===== config.mk =====
export PLATFORM = sky130hd
export DESIGN_NAME = clap_sequencer
export DESIGN_NICKNAME = d
export VERILOG_FILES = /design/src/rtl/clap_sequencer.sv
export SDC_FILE = /design/constraint.sdc
export NUM_CORES = 1
export LEC_CHECK = 0
export CORE_MARGIN = 3
export CORE_UTILIZATION = 50
export DETAILED_ROUTE_END_ITERATION = 10
export PLACE_DENSITY = 0.78
export SYNTH_ARGS = -nofsm -noshare
export SYNTH_HDL_FRONTEND = slang
export SYNTH_SLANG_ARGS = --single-unit

===== constraint.sdc =====
create_clock -name clk_i -period 2.9 [get_ports clk_i]
set_clock_uncertainty 0.2 [all_clocks]
set_input_delay 0.58 -clock clk_i [delete_from_list [all_inputs] [get_ports clk_i]]
set_output_delay 0.58 -clock clk_i [all_outputs]
set_load 0.01 [all_outputs]

===== src/rtl/clap_sequencer.sv =====
// clap_sequencer: groups debounced claps into sequences and emits the count as a command code.
// Latency: clap_edge 3 cycles after clap_pulse_i rises; cmd_valid_o GAP_MAX cycles after the last accepted edge.
// Backpressure: cmd_valid_o/cmd_code_o held in HOLD until cmd_ready_i; claps seen in HOLD pulse drop_o and are discarded.
//
// Ports:
//   clk_i, rst_ni        system clock, asynchronous active-low reset
//   clap_pulse_i         detector pulse, asynchronous to clk_i, high >= 2 cycles
//   enable_i             sequencing enable (ignored while a command is pending)
//   cmd_ready_i          consumer ready
//   cmd_valid_o          command available
//   cmd_code_o           clap count 1..MAX_CLAPS, 0 = overflow
//   busy_o               state is not IDLE
//   drop_o               one-cycle pulse for a clap discarded in HOLD
module clap_sequencer #(
    parameter int GAP_MIN   = 5_000_000,
    parameter int GAP_MAX   = 50_000_000,
    parameter int MAX_CLAPS = 3,
    parameter int CODE_W    = $clog2(MAX_CLAPS + 1)
) (
    input  logic              clk_i,
    input  logic              rst_ni,
    input  logic              clap_pulse_i,
    input  logic              enable_i,
    input  logic              cmd_ready_i,
    output logic              cmd_valid_o,
    output logic [CODE_W-1:0] cmd_code_o,
    output logic              busy_o,
    output logic              drop_o
);

    localparam int TMR_W = $clog2(GAP_MAX + 1);
    localparam int CNT_W = CODE_W + 1;

    localparam logic [TMR_W-1:0] TMR_MIN  = TMR_W'(GAP_MIN);
    localparam logic [TMR_W-1:0] TMR_LAST = TMR_W'(GAP_MAX - 1);
    localparam logic [TMR_W-1:0] TMR_SAT  = TMR_W'(GAP_MAX);
    localparam logic [CNT_W-1:0] CNT_MAX  = CNT_W'(MAX_CLAPS);
    localparam logic [CNT_W-1:0] CNT_SAT  = CNT_W'(MAX_CLAPS + 1);

    typedef enum logic [1:0] {
        ST_IDLE  = 2'd0,
        ST_COUNT = 2'd1,
        ST_HOLD  = 2'd2
    } state_t;

    // Input path: two synchroniser flops, a delayed copy, and a registered rising-edge strobe.
    logic r_sync1;
    logic r_sync2;
    logic r_sync2_d;
    logic r_clap_edge;

    always_ff @(posedge clk_i or negedge rst_ni) begin
        if (!rst_ni) begin
            r_sync1     <= 1'b0;
            r_sync2     <= 1'b0;
            r_sync2_d   <= 1'b0;
            r_clap_edge <= 1'b0;
        end else begin
            r_sync1     <= clap_pulse_i;
            r_sync2     <= r_sync1;
            r_sync2_d   <= r_sync2;
            r_clap_edge <= r_sync2 & ~r_sync2_d;
        end
    end

    state_t             r_state;
    logic [CNT_W-1:0]   r_cnt;
    logic [TMR_W-1:0]   r_timer;
    logic               r_valid;
    logic [CODE_W-1:0]  r_code;
    logic               r_busy;
    logic               r_drop;

    state_t             w_state_nxt;
    logic [CNT_W-1:0]   w_cnt_nxt;
    logic [TMR_W-1:0]   w_timer_nxt;
    logic               w_valid_nxt;
    logic [CODE_W-1:0]  w_code_nxt;
    logic               w_drop_nxt;
    logic               w_accept;

    // Edges arriving inside the debounce window are ignored without restarting the timer.
    assign w_accept = r_clap_edge && (r_timer >= TMR_MIN);

    always_comb begin
        w_state_nxt = r_state;
        w_cnt_nxt   = r_cnt;
        w_timer_nxt = r_timer;
        w_valid_nxt = r_valid;
        w_code_nxt  = r_code;
        w_drop_nxt  = 1'b0;

        case (r_state)
            ST_IDLE: begin
                if (r_clap_edge && enable_i) begin
                    w_state_nxt = ST_COUNT;
                    w_cnt_nxt   = CNT_W'(1);
                    w_timer_nxt = '0;
                end
            end
            ST_COUNT: begin
                if (!enable_i) begin
                    // Partial sequence is abandoned silently.
                    w_state_nxt = ST_IDLE;
                    w_cnt_nxt   = '0;
                    w_timer_nxt = '0;
                end else if (w_accept) begin
                    // An accepted clap beats a coincident timeout.
                    w_cnt_nxt   = (r_cnt >= CNT_SAT) ? CNT_SAT : r_cnt + 1'b1;
                    w_timer_nxt = '0;
                end else if (r_timer == TMR_LAST) begin
                    w_state_nxt = ST_HOLD;
                    w_timer_nxt = TMR_SAT;
                    w_valid_nxt = 1'b1;
                    w_code_nxt  = (r_cnt > CNT_MAX) ? '0 : r_cnt[CODE_W-1:0];
                end else if (r_timer != TMR_SAT) begin
                    w_timer_nxt = r_timer + 1'b1;
                end
            end
            ST_HOLD: begin
                // Includes the transfer cycle itself: the block is still HOLD there.
                w_drop_nxt = r_clap_edge;
                if (r_valid && cmd_ready_i) begin
                    w_state_nxt = ST_IDLE;
                    w_valid_nxt = 1'b0;
                    w_code_nxt  = '0;
                    w_cnt_nxt   = '0;
                    w_timer_nxt = '0;
                end
            end
            default: begin
                w_state_nxt = ST_IDLE;
                w_cnt_nxt   = '0;
                w_timer_nxt = '0;
                w_valid_nxt = 1'b0;
                w_code_nxt  = '0;
            end
        endcase
    end

    always_ff @(posedge clk_i or negedge rst_ni) begin
        if (!rst_ni) begin
            r_state <= ST_IDLE;
            r_cnt   <= '0;
            r_timer <= '0;
            r_valid <= 1'b0;
            r_code  <= '0;
            r_busy  <= 1'b0;
            r_drop  <= 1'b0;
        end else begin
            r_state <= w_state_nxt;
            r_cnt   <= w_cnt_nxt;
            r_timer <= w_timer_nxt;
            r_valid <= w_valid_nxt;
            r_code  <= w_code_nxt;
            r_busy  <= (w_state_nxt != ST_IDLE);
            r_drop  <= w_drop_nxt;
        end
    end

    assign cmd_valid_o = r_valid;
    assign cmd_code_o  = r_code;
    assign busy_o      = r_busy;
    assign drop_o      = r_drop;

endmodule


==> results of run 1 <==
## synthesized netlist by cell type (4+ instances only)
| cell type | instances | area share |
|---|---|---|
| nand4_1 | 8 | 0.021 |
| a31oi_1 | 6 | 0.016 |
| nor3_1 | 7 | 0.015 |
| and2_1 | 4 | 0.011 |
| nor4_1 | 4 | 0.011 |
| o21ai_0 | 16 | 0.034 |
| nand3_1 | 17 | 0.036 |
| inv_1 | 7 | 0.011 |
| ha_1 | 4 | 0.021 |
| clkbuf_1 | 4 | 0.0064 |
| or3_1 | 4 | 0.011 |
| and3_1 | 8 | 0.021 |
| nand2_1 | 33 | 0.053 |
| a21oi_1 | 11 | 0.024 |
| dfrtp_1 | 40 | 0.43 |
| nor2_1 | 17 | 0.027 |
## cell type report
cell class | instances | area (µm²) | area share
multi-input cells | 199 | 1270 | 0.489
flip-flops and latches | 40 | 1000 | 0.384
repair buffers | 19 | 160 | 0.0615
clock buffers | 6 | 72.6 | 0.0279
well taps | 52 | 65.1 | 0.0250
inverters | 7 | 26.3 | 0.0101
clock inverters | 1 | 5.00 | 0.00192
## per-layer routing
layer	GRT usage	share of wire	vias to the layer above
li1	-	-	972
met1	0.324	0.47	1013
met2	0.328	0.47	74
met3	0.0324	0.052	4
met4	0.0613	0.0088	0
met5	0	0	-
## metrics by stage
step / cells / power [µW] / instance area, µm² / hold slack, ns / setup slack [ns]
after floorplan: 254 / 659 / 2340 / 0.0844 / 0.500
after global placement: 317 / 699 / 2520 / 0.134 / 0.276
after detailed placement: 317 / 702 / 2520 / 0.152 / 0.255
after CTS: 324 / 1050 / 2600 / 0.169 / 0.225
after global routing: 324 / 1090 / 2600 / 0.180 / 0.00852
final: 324 / 1040 / 2600 / 0.164 / 0.222
## sequential cells by signal, indices dropped and copies added, names as in the netlist
name         cells
r_sync2_d        1
cmd_code_o       2
drop_o           1
busy_o           1
r_sync1          1
cmd_valid_o      1
r_cnt            3
r_sync2          1
r_clap_edge      1
r_timer         26
r_state          2
## path summary, 6_finish.rpt
| check | from | end | slack [ns] | depth (start not counted) |
|---|---|---|---|---|
| min | r_sync1 | r_sync2 | 0.16 | 0 |
| min in group asynchronous | rst_ni | r_timer[15] | 0.20 | 1 |
| max | r_timer[0] | r_timer[20] | 0.22 | 7 |
| max reg2reg | r_timer[0] | r_timer[20] | 0.22 | 7 |
| max in group asynchronous | rst_ni | r_cnt[0] | 1.74 | 1 |
| min reg2reg | r_sync1 | r_sync2 | 0.16 | 0 |
## worst reg2reg max path, cell delays in order (launching register included)
cell	delay (ns)
dfrtp_1	0.43
ha_1	0.26
nand4_1	0.20
nor4_2	0.42
nand4_1	0.33
or2_2	0.38
or3_1	0.30
o21ai_0	0.08
## power breakdown
group | total (µW) | switching, µW | internal (µW)
logic | 106 | 68.4 | 37.8
registers | 585 | 13.9 | 571
clock network | 348 | 185 | 164
total | 1040 | 267 | 772
## logic make-up (layout without fill, tap and decap cells)
group | count (synthesis) | in the layout | synth area share
XOR/XNOR | 5 | 5 | 0.0188
buffers and inverters | 15 | 33 | 0.0289
adder cells (fa/ha/maj) | 4 | 4 | 0.0214
AO/OA/AOI/OAI | 56 | 56 | 0.171
multiplexers | 2 | 2 | 0.00911
flip-flops | 40 | 40 | 0.428
AND/OR/NAND/NOR | 132 | 132 | 0.322
==> results.cfg, run 1 <==
[clocking]
cts_sinks = 40
cts-root-buf = clkbuf_8
postCtsSetupBuffers = 0
post_cts_resized = 0
cts_tree = yes
clk_pin_slew_worst_paths_ns = 0.08
htree_levels = 2
clk_path_buf_depth = 2
clkLatencyLatePin_ns = 0.29
cts_buffers = 5
cts_hold_buf = 0

[placement]
dpl.hpwl_um = 3910
gp_congestion = 0.895
numPortBuffers = 9

[logic_synthesis]
ys_seq_elements = 40
synth_flop_cell = dfrtp_1
synth-edff-count = 0
synthCells = 254
syn_nets = 263
synth_cell_type_count = 62
yosysWarnings = 0
syn_area_um2 = 2340
yosysSeqAreaShare = 0.428
synth.avg_cell_area_um2 = 9.20
async_reset_ff_frac = 1.00

[pwr]
cellPowerDensity_nw_per_um2 = 399
ir_worst_vdd_v = 0.000232
leakage_uw = 0.00109

[cells_and_area]
layout.nets = 281
fillers = 400
utilization = 0.586
area_growth_pct = 11.5
drive_gt1_frac = 0.140
layout_commonest_cell = dfrtp_1
antennaDiodeCount = 0
mostFrequentLayoutCells = dfrtp_1, nand2_1, nand3_1, nor2_1, o21ai_0

[run]
maxCapViolCount = 0

[drt]
vias = 2063
post-route-drc-count = 0
wl_per_cell_um = 16.8
ant_nets = 0
routed_via_density = 6.37
drt_pre_antenna_iters = 5
drtIter0Drc = 220
drt_wl_total_um = 5440

[global_routing]
grt_pass1_vias = 1871
grt_use_total = 0.217
grt_max_degree = 41
grt_pass1_wl_um = 9210
antenna_found_initial = 0
grt_overflow_total = 0

[timing]
finalMaxSlewViolations = 0
grt_setup_unrepaired = false
layout_min_cycle_time_ns = 2.68
fmax_mhz = 373
setup_viol = 0
slew_headroom = 0.417
layout_worst_path_cycle_share = 0.923
final.setup.tns_ns = 0
final_hold_viol_count = 0
tightestPinTransition_ns = 0.875

[setup_path]
crit_fanout = 5
critPathCaptureType = flip-flop
crit_path_frequent_cell = nand4_1
worstPathCellList = ha_1 -> nand4_1 -> nor4_2 -> nand4_1 -> or2_2 -> or3_1 -> o21ai_0
slowest_delay_ns = 0.43
critPathKind = reg2reg
cp-start-kind = flip-flop
cp_slowest_cell = dfrtp_1
crit_family = simple AND/OR/NAND/NOR gates
critPathRequiredTime_ns = 2.91
cp.arrival_ns = 2.68
critPathBufInv = 0

[floorplan]
die_width_um = 74.4
core.rowCount = 24
coreArea_um2 = 4440
ios = 10
die-area_um2 = 5530
die_h_um = 74.4
initial_core_util = 0.526

[min_path]
hold_class = reg2reg

[status]
status = finished clean
Note: power is estimated with default switching activity, not from simulation.
==> inputs of run 2 (changes only) <==
--- a/config.mk
+++ b/config.mk
@@ -5,10 +5,12 @@
 export SDC_FILE = /design/constraint.sdc
 export NUM_CORES = 1
 export LEC_CHECK = 0
+export ABC_AREA = 1
 export CORE_MARGIN = 3
 export CORE_UTILIZATION = 50
 export DETAILED_ROUTE_END_ITERATION = 10
-export PLACE_DENSITY = 0.78
+export PLACE_DENSITY = 0.77
+export SKIP_CTS_REPAIR_TIMING = 1
 export SYNTH_ARGS = -nofsm -noshare
 export SYNTH_HDL_FRONTEND = slang
 export SYNTH_SLANG_ARGS = --single-unit
==> run 2 against run 1 <==
Die area is 10% higher. Combinational power is 7% lower. Sequential share of layout area is 3.2 points lower. Global-route usage is 1.1 points higher. Core utilization is 0.33 points lower. Register-to-register slack better by 0.28 ns. Critical path depth is 4 higher. Flip-flop and latch count stayed put. Largest power group unchanged.
==> results.cfg, run 2 <==
[cells_and_area]
mostFrequentLayoutCells = nand2_1, nor2_1, dfrtp_1
layout.nets = 398
antennaDiodeCount = 0
utilization = 0.583
largest_register_ffs = 26
fin_cells = 457
area_growth_pct = 9.49
fillers = 473
layout_commonest_cell = nand2_1
drive_gt1_frac = 0.0615
max_flop_register = r_timer
reg.largest.list = r_timer (26), r_cnt (3)

[drt]
post-route-drc-count = 0
wl_per_cell_um = 13.8
vias = 2454
drt_pre_antenna_iters = 5
drtIter0Drc = 198
ant_nets = 0
drt_wl_total_um = 6290
routed_via_density = 5.37

[logic_synthesis]
yosysWarnings = 0
synthCells = 377
post-synth-top-area-cell = dfrtp_1
yosysSeqAreaShare = 0.386
synth_top_area_frac = 0.386
async_reset_ff_frac = 1.00
synth-edff-count = 0
synth_area_leaders = dfrtp_1, nand2_1, nor2_1, nand4_1, inv_1
synth.avg_cell_area_um2 = 6.89
synth_cell_type_count = 28
synth_flop_cell = dfrtp_1
syn_area_um2 = 2600
yosysMostFrequentCell = nand2_1
ys_seq_elements = 40
syn_nets = 386
synth_common_cells = nand2_1, nor2_1, dfrtp_1, inv_1, nand4_1

[setup_path]
crit_fanout = 29
cp_slowest_cell = nand2_2
critPathRequiredTime_ns = 2.86
worstPathCellList = ha_1 -> nand3_1 -> inv_1 -> nand2_1 -> nor2_1 -> nand2_1 -> nand2_1 -> nor2_1 -> nand3_2 -> nand2_2 -> o21ai_0
critPathKind = reg2reg
cp-start-kind = flip-flop
slowest_delay_ns = 0.42
crit_path_frequent_cell = nand2_1
critPathCaptureType = flip-flop
cp.arrival_ns = 2.35

[run]
maxCapViolCount = 0

[clocking]
cts-root-buf = clkbuf_8
cts_sinks = 40
cts_buffers = 5
clk_pin_slew_worst_paths_ns = 0.08
htree_levels = 2
cts_tree = yes
clkLatencyLatePin_ns = 0.30
clk_path_buf_depth = 2

[timing]
final.setup.tns_ns = 0
final.setup.worst_slack_ns = 0.506
fmax_mhz = 418
layout_min_cycle_time_ns = 2.39
slew_headroom = 0.403
grt_setup_unrepaired = false
tightestPinTransition_ns = 0.896
final_hold_viol_count = 0
finalMaxSlewViolations = 0
setup_viol = 0
layout_worst_path_cycle_share = 0.826

[floorplan]
coreArea_um2 = 4880
die_width_um = 78.1
core.rowCount = 25
ios = 10
initial_core_util = 0.532
die-area_um2 = 6090
die_h_um = 78.1

[status]
status = finished clean

[placement]
pre_cts_slack_ns = 0.366
gp_congestion = 0.972
dp_cells = 449
numPortBuffers = 9
dpl.hpwl_um = 4630

[pwr]
power_uw = 1090
cellPowerDensity_nw_per_um2 = 382
leakage_uw = 0.00132
ir_worst_vdd_v = 0.000277

[global_routing]
grt_overflow_total = 0
grt_pass1_wl_um = 11000
grt_pass1_vias = 2330
grt_max_degree = 41
grt_use_total = 0.228
antenna_found_initial = 0

[min_path]
hold_class = reg2reg
run 2: changes by cell type in the layout (fill, tap and decap cells not counted), moves of 5 or more:
cell | before | now
a21oi_1 | 11 | 6
o21ai_0 | 16 | 8
xor2_1 | 2 | 11
and3_1 | 8 | 1
nor2_1 | 17 | 53
inv_1 | 7 | 32
buf_4 | 10 | 4
nand4_1 | 8 | 28
a31oi_1 | 6 | 0
nand2_1 | 33 | 138
run 2: area by class of cell:
type / instances / area (µm²) / area share
inverters: 33 / 124 / 0.0436
repair buffers: 13 / 115 / 0.0405
clock buffers: 6 / 82.6 / 0.0290
flip-flops and latches: 40 / 1000 / 0.352
clock inverters: 2 / 15.0 / 0.00528
multi-input cells: 296 / 1420 / 0.500
well taps: 67 / 83.8 / 0.0295
run 2: through the flow:
step | hold WS, ns | cell area [µm²]
finish | 0.163 | 2840
global placement | 0.149 | 2750
global route | 0.180 | 2840
detailed placement | 0.138 | 2750
CTS | 0.166 | 2840
floorplan | 0.0844 | 2600
run 2: power by group:
| part | switching [µW] | internal [µW] | total, µW |
|---|---|---|---|
| sequential | 12.9 | 571 | 584 |
| clock | 211 | 193 | 404 |
| combinational | 70.1 | 28.2 | 98.3 |
run 2: kinds of logic after synthesis:
logic type,synth area share
AO/OA/AOI/OAI,0.0366
XOR/XNOR,0.0607
adder cells (fa/ha/maj),0.0193
buffers and inverters,0.0670
flip-flops,0.386
AND/OR/NAND/NOR,0.431
run 2: path summary, 6_finish.rpt:
path / startpoint / to / slack [ns] / cells after the start
setup / recovery: r_timer[1] / r_timer[1] / 0.51 / 11
hold reg to reg: r_sync1 / r_sync2 / 0.16 / 0
setup reg to reg: r_timer[1] / r_timer[1] / 0.51 / 11
max in group asynchronous: rst_ni / r_timer[2] / 1.74 / 1
min in group asynchronous: rst_ni / r_cnt[1] / 0.20 / 1
hold / removal: r_sync1 / r_sync2 / 0.16 / 0
run 2: routing by layer:
layer,GRT usage,vias up,part of all wire
met5,0,-,0
met4,0.0717,0,0.014
met3,0.0378,10,0.053
met2,0.348,64,0.44
met1,0.331,1145,0.49
li1,-,1235,-
run 2: worst max-delay path: cells and delay by family (launching register included):
family | cells | cell delay [ns]
AOI/OAI and AO/OA | 1 | 0.16
adders and majority gates | 1 | 0.23
buffers and inverters | 1 | 0.08
DFF | 1 | 0.41
and+or+nand+nor | 8 | 1.17
==> inputs of run 3 (changes only) <==
--- a/config.mk
+++ b/config.mk
@@ -9,7 +9,7 @@
 export CORE_MARGIN = 3
 export CORE_UTILIZATION = 50
 export DETAILED_ROUTE_END_ITERATION = 10
-export PLACE_DENSITY = 0.77
+export PLACE_DENSITY = 0.8
 export SKIP_CTS_REPAIR_TIMING = 1
 export SYNTH_ARGS = -nofsm -noshare
 export SYNTH_HDL_FRONTEND = slang
==> constraint.sdc (replaced) <==
create_clock -name clk_i -period 2.2 [get_ports clk_i]
set_clock_uncertainty 0.2 [all_clocks]
set_input_delay 0.44 -clock clk_i [delete_from_list [all_inputs] [get_ports clk_i]]
set_output_delay 0.44 -clock clk_i [all_outputs]
set_load 0.01 [all_outputs]
==> run 3 against run 2 <==
Routed wire length is 2.8% higher. Flip-flop and latch count stayed put. Clock power is 73% higher.
==> results.cfg, run 3 (same netlist as run 2, synthesis figures left out) <==
[setup_path]
worst-r2r-setup-slack_ns = 0.14
worstPathCellList = nand2_1 -> clkinv_1 -> nand2_1 -> nor2_1 -> nand3_1 -> nand3_2 -> nand2_4 -> nand3_2 -> nand2_2 -> clkbuf_16 -> nand2_1 -> nand2_1
crit_family = simple AND/OR/NAND/NOR gates
cp.arrival_ns = 2.04
cp_slowest_cell = dfrtp_1
crit_path_frequent_cell = nand2_1
r2r_end = r_timer[9]
critPathBufInv = 2
cp-start-kind = flip-flop
reg2reg_from = r_timer[18]
critPathCaptureType = flip-flop
worstRegToRegCells = 12
critPathKind = reg2reg
critPathRequiredTime_ns = 2.18
crit_fanout = 14
slowest_delay_ns = 0.46

[timing]
setup_viol = 0
layout_min_cycle_time_ns = 2.06
finalMaxSlewViolations = 0
fmax_mhz = 485
slew_headroom = 0.708
tightestPinTransition_ns = 0.435
final.setup.tns_ns = 0
layout_worst_path_cycle_share = 0.937
final_hold_viol_count = 0
grt_setup_unrepaired = false

[drt]
routed_via_density = 5.31
wl_per_cell_um = 13.8
ant_nets = 0
drt_wl_total_um = 6460
drt_pre_antenna_iters = 4
vias = 2495
drtIter0Drc = 203
post-route-drc-count = 0

[clocking]
clk_path_buf_depth = 2
clkLatencyLatePin_ns = 0.29
cts_buffers = 5
clk_pin_slew_worst_paths_ns = 0.08
cts-root-buf = clkbuf_8
cts_tree = yes
htree_levels = 2
cts_sinks = 40

[pwr]
ir_worst_vdd_v = 0.000332
leakage_uw = 0.00142
cellPowerDensity_nw_per_um2 = 535

[global_routing]
grt_max_degree = 41
grt_pass1_vias = 2270
grt_use_total = 0.224
grt_overflow_total = 0
grt_pass1_wl_um = 10800
antenna_found_initial = 0

[placement]
gp_congestion = 0.958
dpl.hpwl_um = 4790
numPortBuffers = 9

[min_path]
whs_endpoint = r_sync2
worstHoldPathCells = 0
hp-start = r_sync1
hold_class = reg2reg

[floorplan]
core.rowCount = 25
coreArea_um2 = 4880
die_h_um = 78.1
die-area_um2 = 6090
die_width_um = 78.1
ios = 10
initial_core_util = 0.532

[cells_and_area]
drive_gt1_frac = 0.107
max_flop_register = r_timer
layout_commonest_cell = nand2_1
layout.nets = 412
area_growth_pct = 17.9
largest_register_ffs = 26
mostFrequentLayoutCells = nand2_1, nor2_1, dfrtp_1
reg.largest.list = r_timer (26), r_cnt (3)
utilization = 0.627
antennaDiodeCount = 0

[status]
status = finished clean

[run]
maxCapViolCount = 0
run 3: changes by cell type in the layout (fill, tap and decap cells not counted), moves of 2 or more:
cell / before / now
dfrtp_1: 40 / 36
bufinv_16: 0 / 2
dfrtp_2: 0 / 4
buf_12: 0 / 3
clkinvlp_4: 2 / 0
buf_4: 4 / 13
run 3: per-layer routing:
layer,wire (µm),global-route usage,vias up
li1,-,-,1260
met1,3100,0.330,1161
met2,2910,0.350,70
met3,398,0.0310,4
met4,62,0.0524,0
met5,0,0,-
run 3: area by class of cell:
type,count,area [µm²]
Clock inverter,2,60.1
Fill cell,462,1820
Multi-Input combinational cell,296,1440
Tap cell,67,83.8
Timing Repair Buffer,27,278
Sequential cell,40,1010
Inverter,33,124
Clock buffer,5,68.8
run 3: worst reg2reg max path, cell delays in order, from the launching register on:
cell and delay [ns]:
dfrtp_1 0.46, nand2_1 0.13, clkinv_1 0.07, nand2_1 0.04
nor2_1 0.13, nand3_1 0.10, nand3_2 0.17, nand2_4 0.13
nand3_2 0.11, nand2_2 0.09, clkbuf_16 0.19, nand2_1 0.06
nand2_1 0.05
run 3: report_power, final:
part / total (µW) / internal [µW] / switching, µW
Clock: 698 / 447 / 252
Combinational: 168 / 67.4 / 100
Sequential: 771 / 753 / 18.2
run 3: worst max-delay path by stage:
stage,from,to,slack (ns),cells past startpoint
after floorplan,r_timer[0],r_timer[3],0.25,14
after global placement,cmd_ready_i,r_timer[0],0.17,9
after detailed placement,r_timer[0],r_timer[0],0.13,12
after CTS,r_timer[0],r_timer[0],0.11,12
after global routing,r_timer[18],r_timer[1],0.006,12
final,r_timer[18],r_timer[9],0.14,12
run 3: per-stage QoR:
| stage | setup WS, ns | hold WS [ns] | instances | area (µm²) | power (µW) |
|---|---|---|---|---|---|
| 4_1_cts | 0.109 | -0.0835 | 467 | 2990 | 1630 |
| 2_1_floorplan | 0.254 | -0.0556 | 377 | 2600 | 865 |
| 6_report | 0.138 | 0.162 | 470 | 3060 | 1640 |
| 5_1_grt | 0.00611 | 0.176 | 470 | 3060 | 1710 |
| 3_5_place_dp | 0.133 | 0.136 | 460 | 2870 | 939 |
| 3_3_place_gp | 0.169 | 0.140 | 460 | 2870 | 936 |
